==> config.mk <==
export PLATFORM = sky130hd
export DESIGN_NAME = pce_audio_i2s_tx
export DESIGN_NICKNAME = d
export VERILOG_FILES = /design/src/rtl/pce_audio_pkg.sv /design/src/rtl/audio_nco_tick.sv /design/src/rtl/pce_audio_i2s_tx.sv
export SDC_FILE = /design/constraint.sdc
export NUM_CORES = 1
export LEC_CHECK = 0
export BUFFER_PORTS_ARGS = -buffer_cell sky130_fd_sc_hd__buf_4
export CELL_PAD_IN_SITES_DETAIL_PLACEMENT = 1
export CELL_PAD_IN_SITES_GLOBAL_PLACEMENT = 1
export CORE_MARGIN = 2
export CORE_UTILIZATION = 30
export DETAILED_ROUTE_END_ITERATION = 12
export PLACE_DENSITY = 0.56
export SYNTH_ARGS = -nofsm -noshare
export SYNTH_HDL_FRONTEND = slang
export SYNTH_SLANG_ARGS = --single-unit
==> constraint.sdc <==
create_clock -name clk_sys_42_95 -period 3.25 [get_ports clk_sys_42_95]
set_clock_uncertainty 0.2 [all_clocks]
set_input_delay 0.325 -clock clk_sys_42_95 [delete_from_list [all_inputs] [get_ports clk_sys_42_95]]
set_output_delay 0.325 -clock clk_sys_42_95 [all_outputs]
set_load 0.005 [all_outputs]
==> src/rtl/pce_audio_pkg.sv <==
// Shared widths, constants and the I2S slot-bit helper for the PCE audio
// serializer.
package pce_audio_pkg;

    localparam int SAMPLE_W   = 16;
    localparam int SLOT_BITS  = 32;
    localparam int FRAME_BITS = 64;
    localparam int BIT_CNT_W  = $clog2(FRAME_BITS);
    localparam int PHASE_W    = 24;

    // 6.144 MHz SCLK toggle rate from 42.954545 MHz -> 48 kHz LRCK.
    localparam logic [PHASE_W-1:0] PHASE_INC_DEFAULT = 24'd2399727;

    typedef logic signed [SAMPLE_W-1:0] sample_t;

    // Philips I2S slot: one idle bit, 16 data bits MSB first, then zero padding.
    function automatic logic slot_bit(input sample_t word, input logic [4:0] slot);
        logic [4:0] idx;
        logic       res;
        idx = 5'd16 - slot;
        res = 1'b0;
        if (slot >= 5'd1 && slot <= 5'd16) begin
            res = word[idx[3:0]];
        end
        return res;
    endfunction

endpackage

==> src/rtl/audio_nco_tick.sv <==
// Fractional phase accumulator; the registered carry-out marks each SCLK
// half-period.
module audio_nco_tick
    import pce_audio_pkg::*;
#(
    parameter int                 PHASE_W   = 24,
    parameter logic [PHASE_W-1:0] PHASE_INC = PHASE_INC_DEFAULT
) (
    input  logic clk_sys_42_95,
    input  logic reset_n,
    output logic tick
);

    logic [PHASE_W-1:0] phase_reg;
    logic [PHASE_W:0]   phase_sum;

    assign phase_sum = {1'b0, phase_reg} + {1'b0, PHASE_INC};

    always_ff @(posedge clk_sys_42_95 or negedge reset_n) begin
        if (!reset_n) begin
            phase_reg <= '0;
            tick      <= 1'b0;
        end else begin
            phase_reg <= phase_sum[PHASE_W-1:0];
            tick      <= phase_sum[PHASE_W];
        end
    end

endmodule

==> src/rtl/pce_audio_i2s_tx.sv <==
// I2S transmitter for the PCE mixer output: NCO-derived SCLK/LRCK, optional
// box-car averaging, frame-atomic L/R load with mute.
module pce_audio_i2s_tx
    import pce_audio_pkg::*;
#(
    parameter logic [PHASE_W-1:0] PHASE_INC = PHASE_INC_DEFAULT,
    parameter int                 AVG_LOG2  = 9
) (
    input  logic                       clk_sys_42_95,
    input  logic                       reset_n,
    input  logic signed [SAMPLE_W-1:0] audio_l,
    input  logic signed [SAMPLE_W-1:0] audio_r,
    input  logic                       mute,
    output logic                       i2s_sclk,
    output logic                       i2s_lrck,
    output logic                       i2s_sdata,
    output logic                       sample_strobe
);

    localparam int ACC_W = SAMPLE_W + AVG_LOG2;

    logic                 tick;
    logic                 sclk_reg;
    logic                 lrck_reg;
    logic                 sdata_reg;
    logic                 strobe_reg;
    logic [BIT_CNT_W-1:0] bit_cnt_reg;
    logic [BIT_CNT_W-1:0] bit_cnt_next;
    sample_t              tx_l_reg;
    sample_t              tx_r_reg;
    sample_t              pending_l_reg;
    sample_t              pending_r_reg;
    sample_t              word;
    logic                 fall;
    logic                 frame_load;
    logic                 win_wrap;
    sample_t              in_ch    [2];
    sample_t              avg_next [2];

    audio_nco_tick #(
        .PHASE_W   (PHASE_W),
        .PHASE_INC (PHASE_INC)
    ) u_nco (
        .clk_sys_42_95 (clk_sys_42_95),
        .reset_n       (reset_n),
        .tick          (tick)
    );

    assign in_ch[0] = audio_l;
    assign in_ch[1] = audio_r;

    generate
        if (AVG_LOG2 == 0) begin : g_hold
            assign win_wrap = 1'b1;
            for (genvar gi = 0; gi < 2; gi++) begin : g_ch
                assign avg_next[gi] = in_ch[gi];
            end
        end else begin : g_avg
            logic [AVG_LOG2-1:0] win_cnt_reg;

            assign win_wrap = &win_cnt_reg;

            always_ff @(posedge clk_sys_42_95 or negedge reset_n) begin
                if (!reset_n) begin
                    win_cnt_reg <= '0;
                end else begin
                    win_cnt_reg <= win_cnt_reg + 1'b1;
                end
            end

            for (genvar gi = 0; gi < 2; gi++) begin : g_ch
                logic signed [ACC_W-1:0] acc_reg;
                logic signed [ACC_W-1:0] acc_sum;

                // Sum of 2^AVG_LOG2 samples always fits ACC_W; >>> floors.
                assign acc_sum      = acc_reg + ACC_W'(in_ch[gi]);
                assign avg_next[gi] = sample_t'(acc_sum >>> AVG_LOG2);

                always_ff @(posedge clk_sys_42_95 or negedge reset_n) begin
                    if (!reset_n) begin
                        acc_reg <= '0;
                    end else begin
                        acc_reg <= win_wrap ? '0 : acc_sum;
                    end
                end
            end
        end
    endgenerate

    assign fall         = tick & sclk_reg;
    assign bit_cnt_next = bit_cnt_reg + 1'b1;
    assign frame_load   = fall && (bit_cnt_reg == BIT_CNT_W'(FRAME_BITS - 1));
    assign word         = bit_cnt_next[BIT_CNT_W-1] ? tx_r_reg : tx_l_reg;

    always_ff @(posedge clk_sys_42_95 or negedge reset_n) begin
        if (!reset_n) begin
            sclk_reg      <= 1'b0;
            lrck_reg      <= 1'b0;
            sdata_reg     <= 1'b0;
            strobe_reg    <= 1'b0;
            bit_cnt_reg   <= BIT_CNT_W'(FRAME_BITS - 1);
            tx_l_reg      <= '0;
            tx_r_reg      <= '0;
            pending_l_reg <= '0;
            pending_r_reg <= '0;
        end else begin
            strobe_reg <= frame_load;
            if (tick) begin
                sclk_reg <= ~sclk_reg;
            end
            if (fall) begin
                bit_cnt_reg <= bit_cnt_next;
                lrck_reg    <= bit_cnt_next[BIT_CNT_W-1];
                sdata_reg   <= slot_bit(word, bit_cnt_next[4:0]);
            end
            // Non-blocking update: a coincident window wrap is seen next frame.
            if (frame_load) begin
                tx_l_reg <= mute ? '0 : pending_l_reg;
                tx_r_reg <= mute ? '0 : pending_r_reg;
            end
            if (win_wrap) begin
                pending_l_reg <= avg_next[0];
                pending_r_reg <= avg_next[1];
            end
        end
    end

    assign i2s_sclk      = sclk_reg;
    assign i2s_lrck      = lrck_reg;
    assign i2s_sdata     = sdata_reg;
    assign sample_strobe = strobe_reg;

endmodule

**Word level (Yosys, flattened, before mapping)**

Cells that the tools add are included.

- Bits in registers: 158
- Input bits: 35
- Output and inout bits: 4
- Word-level logic and storage cells: 37

- Add/subtract/negate cells: 6
- Order comparisons: 3
- Eq/ne operators: 1
- Multiplexer cells: 8
- Bitwise gates (word level): 2
- Reduce and logical (&&, ||, !) cells: 3

Operators with widths:

| kind | count |
|---|---|
| adder 25 x 16 -> 25 bit | 2 |
| 2-to-1 mux 25 bit | 2 |
| 2-to-1 mux 16 bit | 3 |
| adder 24 x 22 -> 25 bit, second input constant | 1 |
| adder 9 x 1 -> 9 bit, second input constant | 1 |
| AND reduction 9 bit | 1 |
| adder 6 x 1 -> 6 bit, second input constant | 1 |
| equality test 6 bit, second input constant | 1 |
| >= comparator 5 x 1 -> 1 bit, second input constant | 1 |
| less-or-equal comparator 5 bit, second input constant | 1 |
| < comparator 4 x 5 -> 1 bit, second input constant | 1 |
| binary-select mux 1 bit (select 4 bit) | 1 |
| subtractor 1 x 4 -> 4 bit, first input constant | 1 |
| logical AND 1 bit | 2 |
| 2-to-1 mux 1 bit | 2 |
| AND 1 bit | 1 |
| NOT 1 bit | 1 |

**Logic depth before layout (Yosys ltp)**

- Depth in word-level cells: 5
- Depth in mapped cells: 12
- Depth with buffers taken out: 10

**Cells and area by module**

From an unflattened synthesis, not the netlist that was laid out.

- Cells, all modules: 1,001
- Area, all modules: 9,295.2 µm²

By module, submodules not included:

| module | instances | cells each | area an instance (µm²) | sequential area each (µm²) |
|---|---|---|---|---|
| pce_audio_i2s_tx | 1 | 897 | 8,091.5 | 3,335.7 |
| audio_nco_tick | 1 | 104 | 1,203.7 | 625.6 |

**Least setup slack after synthesis**

No wires, ideal clock.

- Path type: register to register
- Start: register bit_cnt_reg[0]
- End: register sdata_reg (netlist: i2s_sdata)
- Library setup time: 132 ps
- Arrival: 2,627 ps
- Required time: 2,918 ps
- Path slack: 290 ps
- Cell stages (with the launch flop): 9
- Buffers on the path: 3
- Clock period less this slack: 2,960 ps
- Cell sequence: dfstp_2 -> clkbuf_1 -> inv_1 -> ha_1 -> clkbuf_1 -> clkbuf_1 -> mux4_2 -> a211oi_1 -> o22ai_1

- Longest elaborated chain between the ends: 5
- Elaborated cells between the ends (all ways): 9
- Those cells by class: add/sub (2); order compare (2); mux (4); reduce/logical (1)

Ends and longest elaborated chain:

| element | line | source |
|---|---|---|
| start: declaration | pce_audio_i2s_tx.sv:27 | `logic [BIT_CNT_W-1:0] bit_cnt_reg;` |
| start signal: assignment | pce_audio_i2s_tx.sv:101 | `bit_cnt_reg <= BIT_CNT_W'(FRAME_BITS - 1);` |
| start signal: assignment | pce_audio_i2s_tx.sv:112 | `bit_cnt_reg <= bit_cnt_next;` |
| adder 6 x 1 -> 6 bit (*) | pce_audio_i2s_tx.sv:91 | `assign bit_cnt_next = bit_cnt_reg + 1'b1;` |
| named net bit_cnt_next[0] | pce_audio_i2s_tx.sv:28 | `logic [BIT_CNT_W-1:0] bit_cnt_next;` |
| subtractor 1 x 4 -> 4 bit | pce_audio_pkg.sv:20 | `idx = 5'd16 - slot;` |
| binary-select mux 1 bit (select 4 bit) | pce_audio_pkg.sv:23 | `res = word[idx[3:0]];` |
| 2-to-1 mux 1 bit (not written as such) | pce_audio_pkg.sv:23 |  |
| 2-to-1 mux 1 bit (*) | pce_audio_pkg.sv:22 | `if (slot >= 5'd1 && slot <= 5'd16) begin` |
| end signal: assignment | pce_audio_i2s_tx.sv:114 | `sdata_reg <= slot_bit(word, bit_cnt_next[4:0]);` |
| end: declaration | pce_audio_i2s_tx.sv:25 | `logic sdata_reg;` |

Mark *: on every way through the listed nets, which the timed path passes. The rest lies on a longest branch. The select of a mux whose other input is x is not followed.
A chain may end at the register's enable or synchronous reset.

**Final worst setup path**

- Start: register g_avg.g_ch[0].acc_reg[0]
- End: register g_avg.g_ch[0].acc_reg[22]

- Longest elaborated chain between the ends: 2

Ends and longest elaborated chain:

| element | line | source |
|---|---|---|
| start: declaration | pce_audio_i2s_tx.sv:72 | `logic signed [ACC_W-1:0] acc_reg;` |
| start signal: assignment | pce_audio_i2s_tx.sv:83 | `acc_reg <= win_wrap ? '0 : acc_sum;` |
| adder 25 x 16 -> 25 bit | pce_audio_i2s_tx.sv:76 | `assign acc_sum = acc_reg + ACC_W'(in_ch[gi]);` |
| 2-to-1 mux 25 bit | pce_audio_i2s_tx.sv:83 |  |

Every way passes these cells.

==> out/metrics.cfg <==
[status]
status = complete, no violations

[setup_path]
slowest_stage = fa_1
worstPathArrival_ns = 3.11
regToRegSetupSlack_ns = 0.25
rr_endpoint = g_avg.g_ch[0].acc_reg[22]$_DFF_PN0_
path_buf_inv = 0
crit_chain = ha_1 -> fa_1 -> a211oi_2 -> o21ai_1 -> a211o_1 -> nand2_1 -> o311ai_1 -> a21o_1 -> o311ai_0
critPathKind = flip-flop to flip-flop
rr_startpoint = g_avg.g_ch[0].acc_reg[0]$_DFF_PN0_
cp-start-kind = flip-flop
cpPeakStageDelay_ns = 0.45
crit_required_ns = 3.36
r2r_cells = 9
critical_path.max_fanout = 5
end_kind = flip-flop
cp.depth = 9
path_delay_family = compound AO/OA/AOI/OAI gates

[layout]
nNetsFinal = 1015
diodes = 0
layout_commonest_cell = dfrtp_1
postLayoutCoreUtil_pct = 35.02
fill_cells = 3274
final_cell_mix = 152 x dfrtp_1, 97 x nand2_1, 85 x o21ai_0
final_layout_size_suffix_gt1_share_pct = 12.26
multi_input_area_um2 = 4456
final-seq-area_um2 = 3961
synthToLayoutAreaGrowth_pct = 15.81
largest_register_ffs = 50

[worst_hold_path]
hold_path_end = g_avg.g_ch[0].acc_reg[0]$_DFF_PN0_
hp-class = input pin to flip-flop
hold_path_startpoint = audio_l[0]
whs_path_depth = 3

[die]
rows = 62
die-height_um = 173.4
core-area_um2 = 28470
die-area_um2 = 30070
die_w_um = 173.4
io_pins = 39
start_util_pct = 30.24

[place]
dp_slack_ns = 0.05184
gp_congestion = 0.7559
io_buffer_count = 38
place_hpwl_um = 14220

[power_and_ir_drop]
p_leak_nw = 4.468
power.density_nw_per_um2 = 784.6
ir_worst_vdd_mv = 0.2963

[logic_synthesis]
ys_types = 62
synthesis.nets = 980
synth_xor_area_share_pct = 7.747
synthCells = 890
synthTopCellsByArea = dfrtp_1 44%, ha_1 7.7%, o21ai_0 5.1%
yosysWarnings = 0
ys.flop_type = dfrtp_1
synth-simple-area-share_pct = 16.77
synth-compound-area-share_pct = 16.70
synth_adder_area_share_pct = 8.169
synth.avg_cell_area_um2 = 9.672
ys_ff_latch = 158
synthMuxAreaShare_pct = 2.166
syn_area_um2 = 8608
synth_top_family_by_area = simple AND/OR/NAND/NOR gates
synth_top_area_share_pct = 44.19
synth_edf_count = 0
ys_seq_area_share_pct = 46.02
synthArstFlopShare_pct = 100.0
synth_top_cell_by_area = dfrtp_1

[clocking]
clk_latency_ns = 0.43
cts.sinks = 158
clock_path_buffers = 2
post_cts_buffers = 0
cts-root-buf = clkbuf_16
cts_tree = done
clk_pin_slew_ns = 0.08
cts_buffers = 17
ctsHtreeMaxLevel = 4

[timing]
fin_crit_sh_pct = 92.26
worst-slew-pin-transition_ns = 0.6440
slew_viol_final = 0
hold_viol_final = 0
fin_crit_ns = 2.998
setup_tns_ns = 0
setup_viol = 0
fmax_mhz = 333.5
fin_ws_ns = 0.2515
relSlewSlack_pct = 57.07

[grt]
met2_usage_pct = 22.97
antenna_found_initial = 0
grt-busiest-layer = met2
grt-ovfl-total = 0
grt_max_degree = 69
use_met1_pct = 19.80
grt_pass1_wl_um = 35080
use_met3_pct = 2.259
grt_pass1_vias = 6827
track_usage_pct = 14.25

[flow_run]
cap_violations = 0

[detailed_routing]
ant_nets = 0
routed_wl_um = 20030
post_drt_wl_per_cell_um = 15.15
drt_iter0_drc = 373
viasPerCell = 4.835
num_vias = 6392
dr.pass1.iters = 4
drc = 0

[area by class of cell]
cell class | count | share of cell area, %
sequential | 158 | 39.73
timing repair buffer | 50 | 4.079
clock inverter | 13 | 1.443
tap | 384 | 4.819
clock buffer | 19 | 4.443
inverter | 21 | 0.7907
multi-input combinational | 677 | 44.69
[cells in the mapped netlist, drive strengths merged (3+ instances only)]
master,count
xnor2,43
nand2,97
o211ai,5
o21ai,92
or2,5
ha,53
mux2i,4
dfrtp,152
o21a,6
nor2b,13
o311ai,3
and3,13
xor2,31
nor4,4
a211o,5
inv,21
a21oi,45
a21o,21
nand4,6
nand2b,36
nor2,83
mux4,5
nand3,17
clkbuf,29
o31ai,5
mux2,3
buf,5
dfstp,6
nor3,23
o21bai,7
and2,3
or3,3
a211oi,14
a31oi,12
[worst max-delay path by stage]
| stage | slack, ns | endpoint | start |
|---|---|---|---|
| after floorplan | 0.29 | i2s_sdata$_DFFE_PN0P_ | bit_cnt_reg[0]$_DFFE_PN1P_ |
| after global placement | 0.08 | pending_l_reg[13]$_DFFE_PN0P_ | audio_l[0] |
| after detailed placement | 0.05 | g_avg.g_ch[0].acc_reg[22]$_DFF_PN0_ | audio_l[0] |
| after CTS | 0.11 | g_avg.g_ch[0].acc_reg[22]$_DFF_PN0_ | g_avg.g_ch[0].acc_reg[0]$_DFF_PN0_ |
| after global routing | -0.02 | pending_l_reg[13]$_DFFE_PN0P_ | g_avg.g_ch[0].acc_reg[0]$_DFF_PN0_ |
| final | 0.25 | g_avg.g_ch[0].acc_reg[22]$_DFF_PN0_ | g_avg.g_ch[0].acc_reg[0]$_DFF_PN0_ |
[through the flow]
stage | cell area, µm² | hold slack, ns | power [mW] | instances
6_report | 9970 | 0.03053 | 7.822 | 1322
5_1_grt | 9970 | 0.04554 | 8.526 | 1322
4_1_cts | 9960 | 0.01594 | 7.939 | 1322
3_5_place_dp | 9363 | 0.1549 | 5.846 | 1289
3_3_place_gp | 9363 | 0.1519 | 5.792 | 1289
2_1_floorplan | 8608 | -0.1706 | 5.005 | 890
[cell families after synthesis]
group,Yosys count
AND/OR/NAND/NOR,308
AO/OA/AOI/OAI,228
flip-flops,158
adder cells (fa/ha/maj),55
XOR/XNOR,74
multiplexers,12
buffers and inverters,55
[power breakdown]
part / internal (mW) / leakage [nW] / switching, mW
Clock: 1.11 / 0.287 / 0.927
Combinational: 1.39 / 2.51 / 1.95
Sequential: 2.33 / 1.67 / 0.119
Total: 4.83 / 4.47 / 2.99
[layer usage]
metal | vias to the layer above | wire length (µm)
li1 | 3186 | -
met1 | 3148 | 10080
met2 | 45 | 9361
met3 | 13 | 365
met4 | 0 | 229
met5 | - | 0
[tightest hold or removal path, cell delays in order]
cell and delay, ns:
buf_4 0.08, ha_1 0.11, nor2b_1 0.11
[what timing repair did]
action | CTS | global route
endpoints found under the setup margin | 0 | 5
hold endpoints to repair | 55 | 0
hold buffers | 1 | 0
gates resized for setup | 0 | 4
No activity file was read; power rests on OpenSTA's default activity.
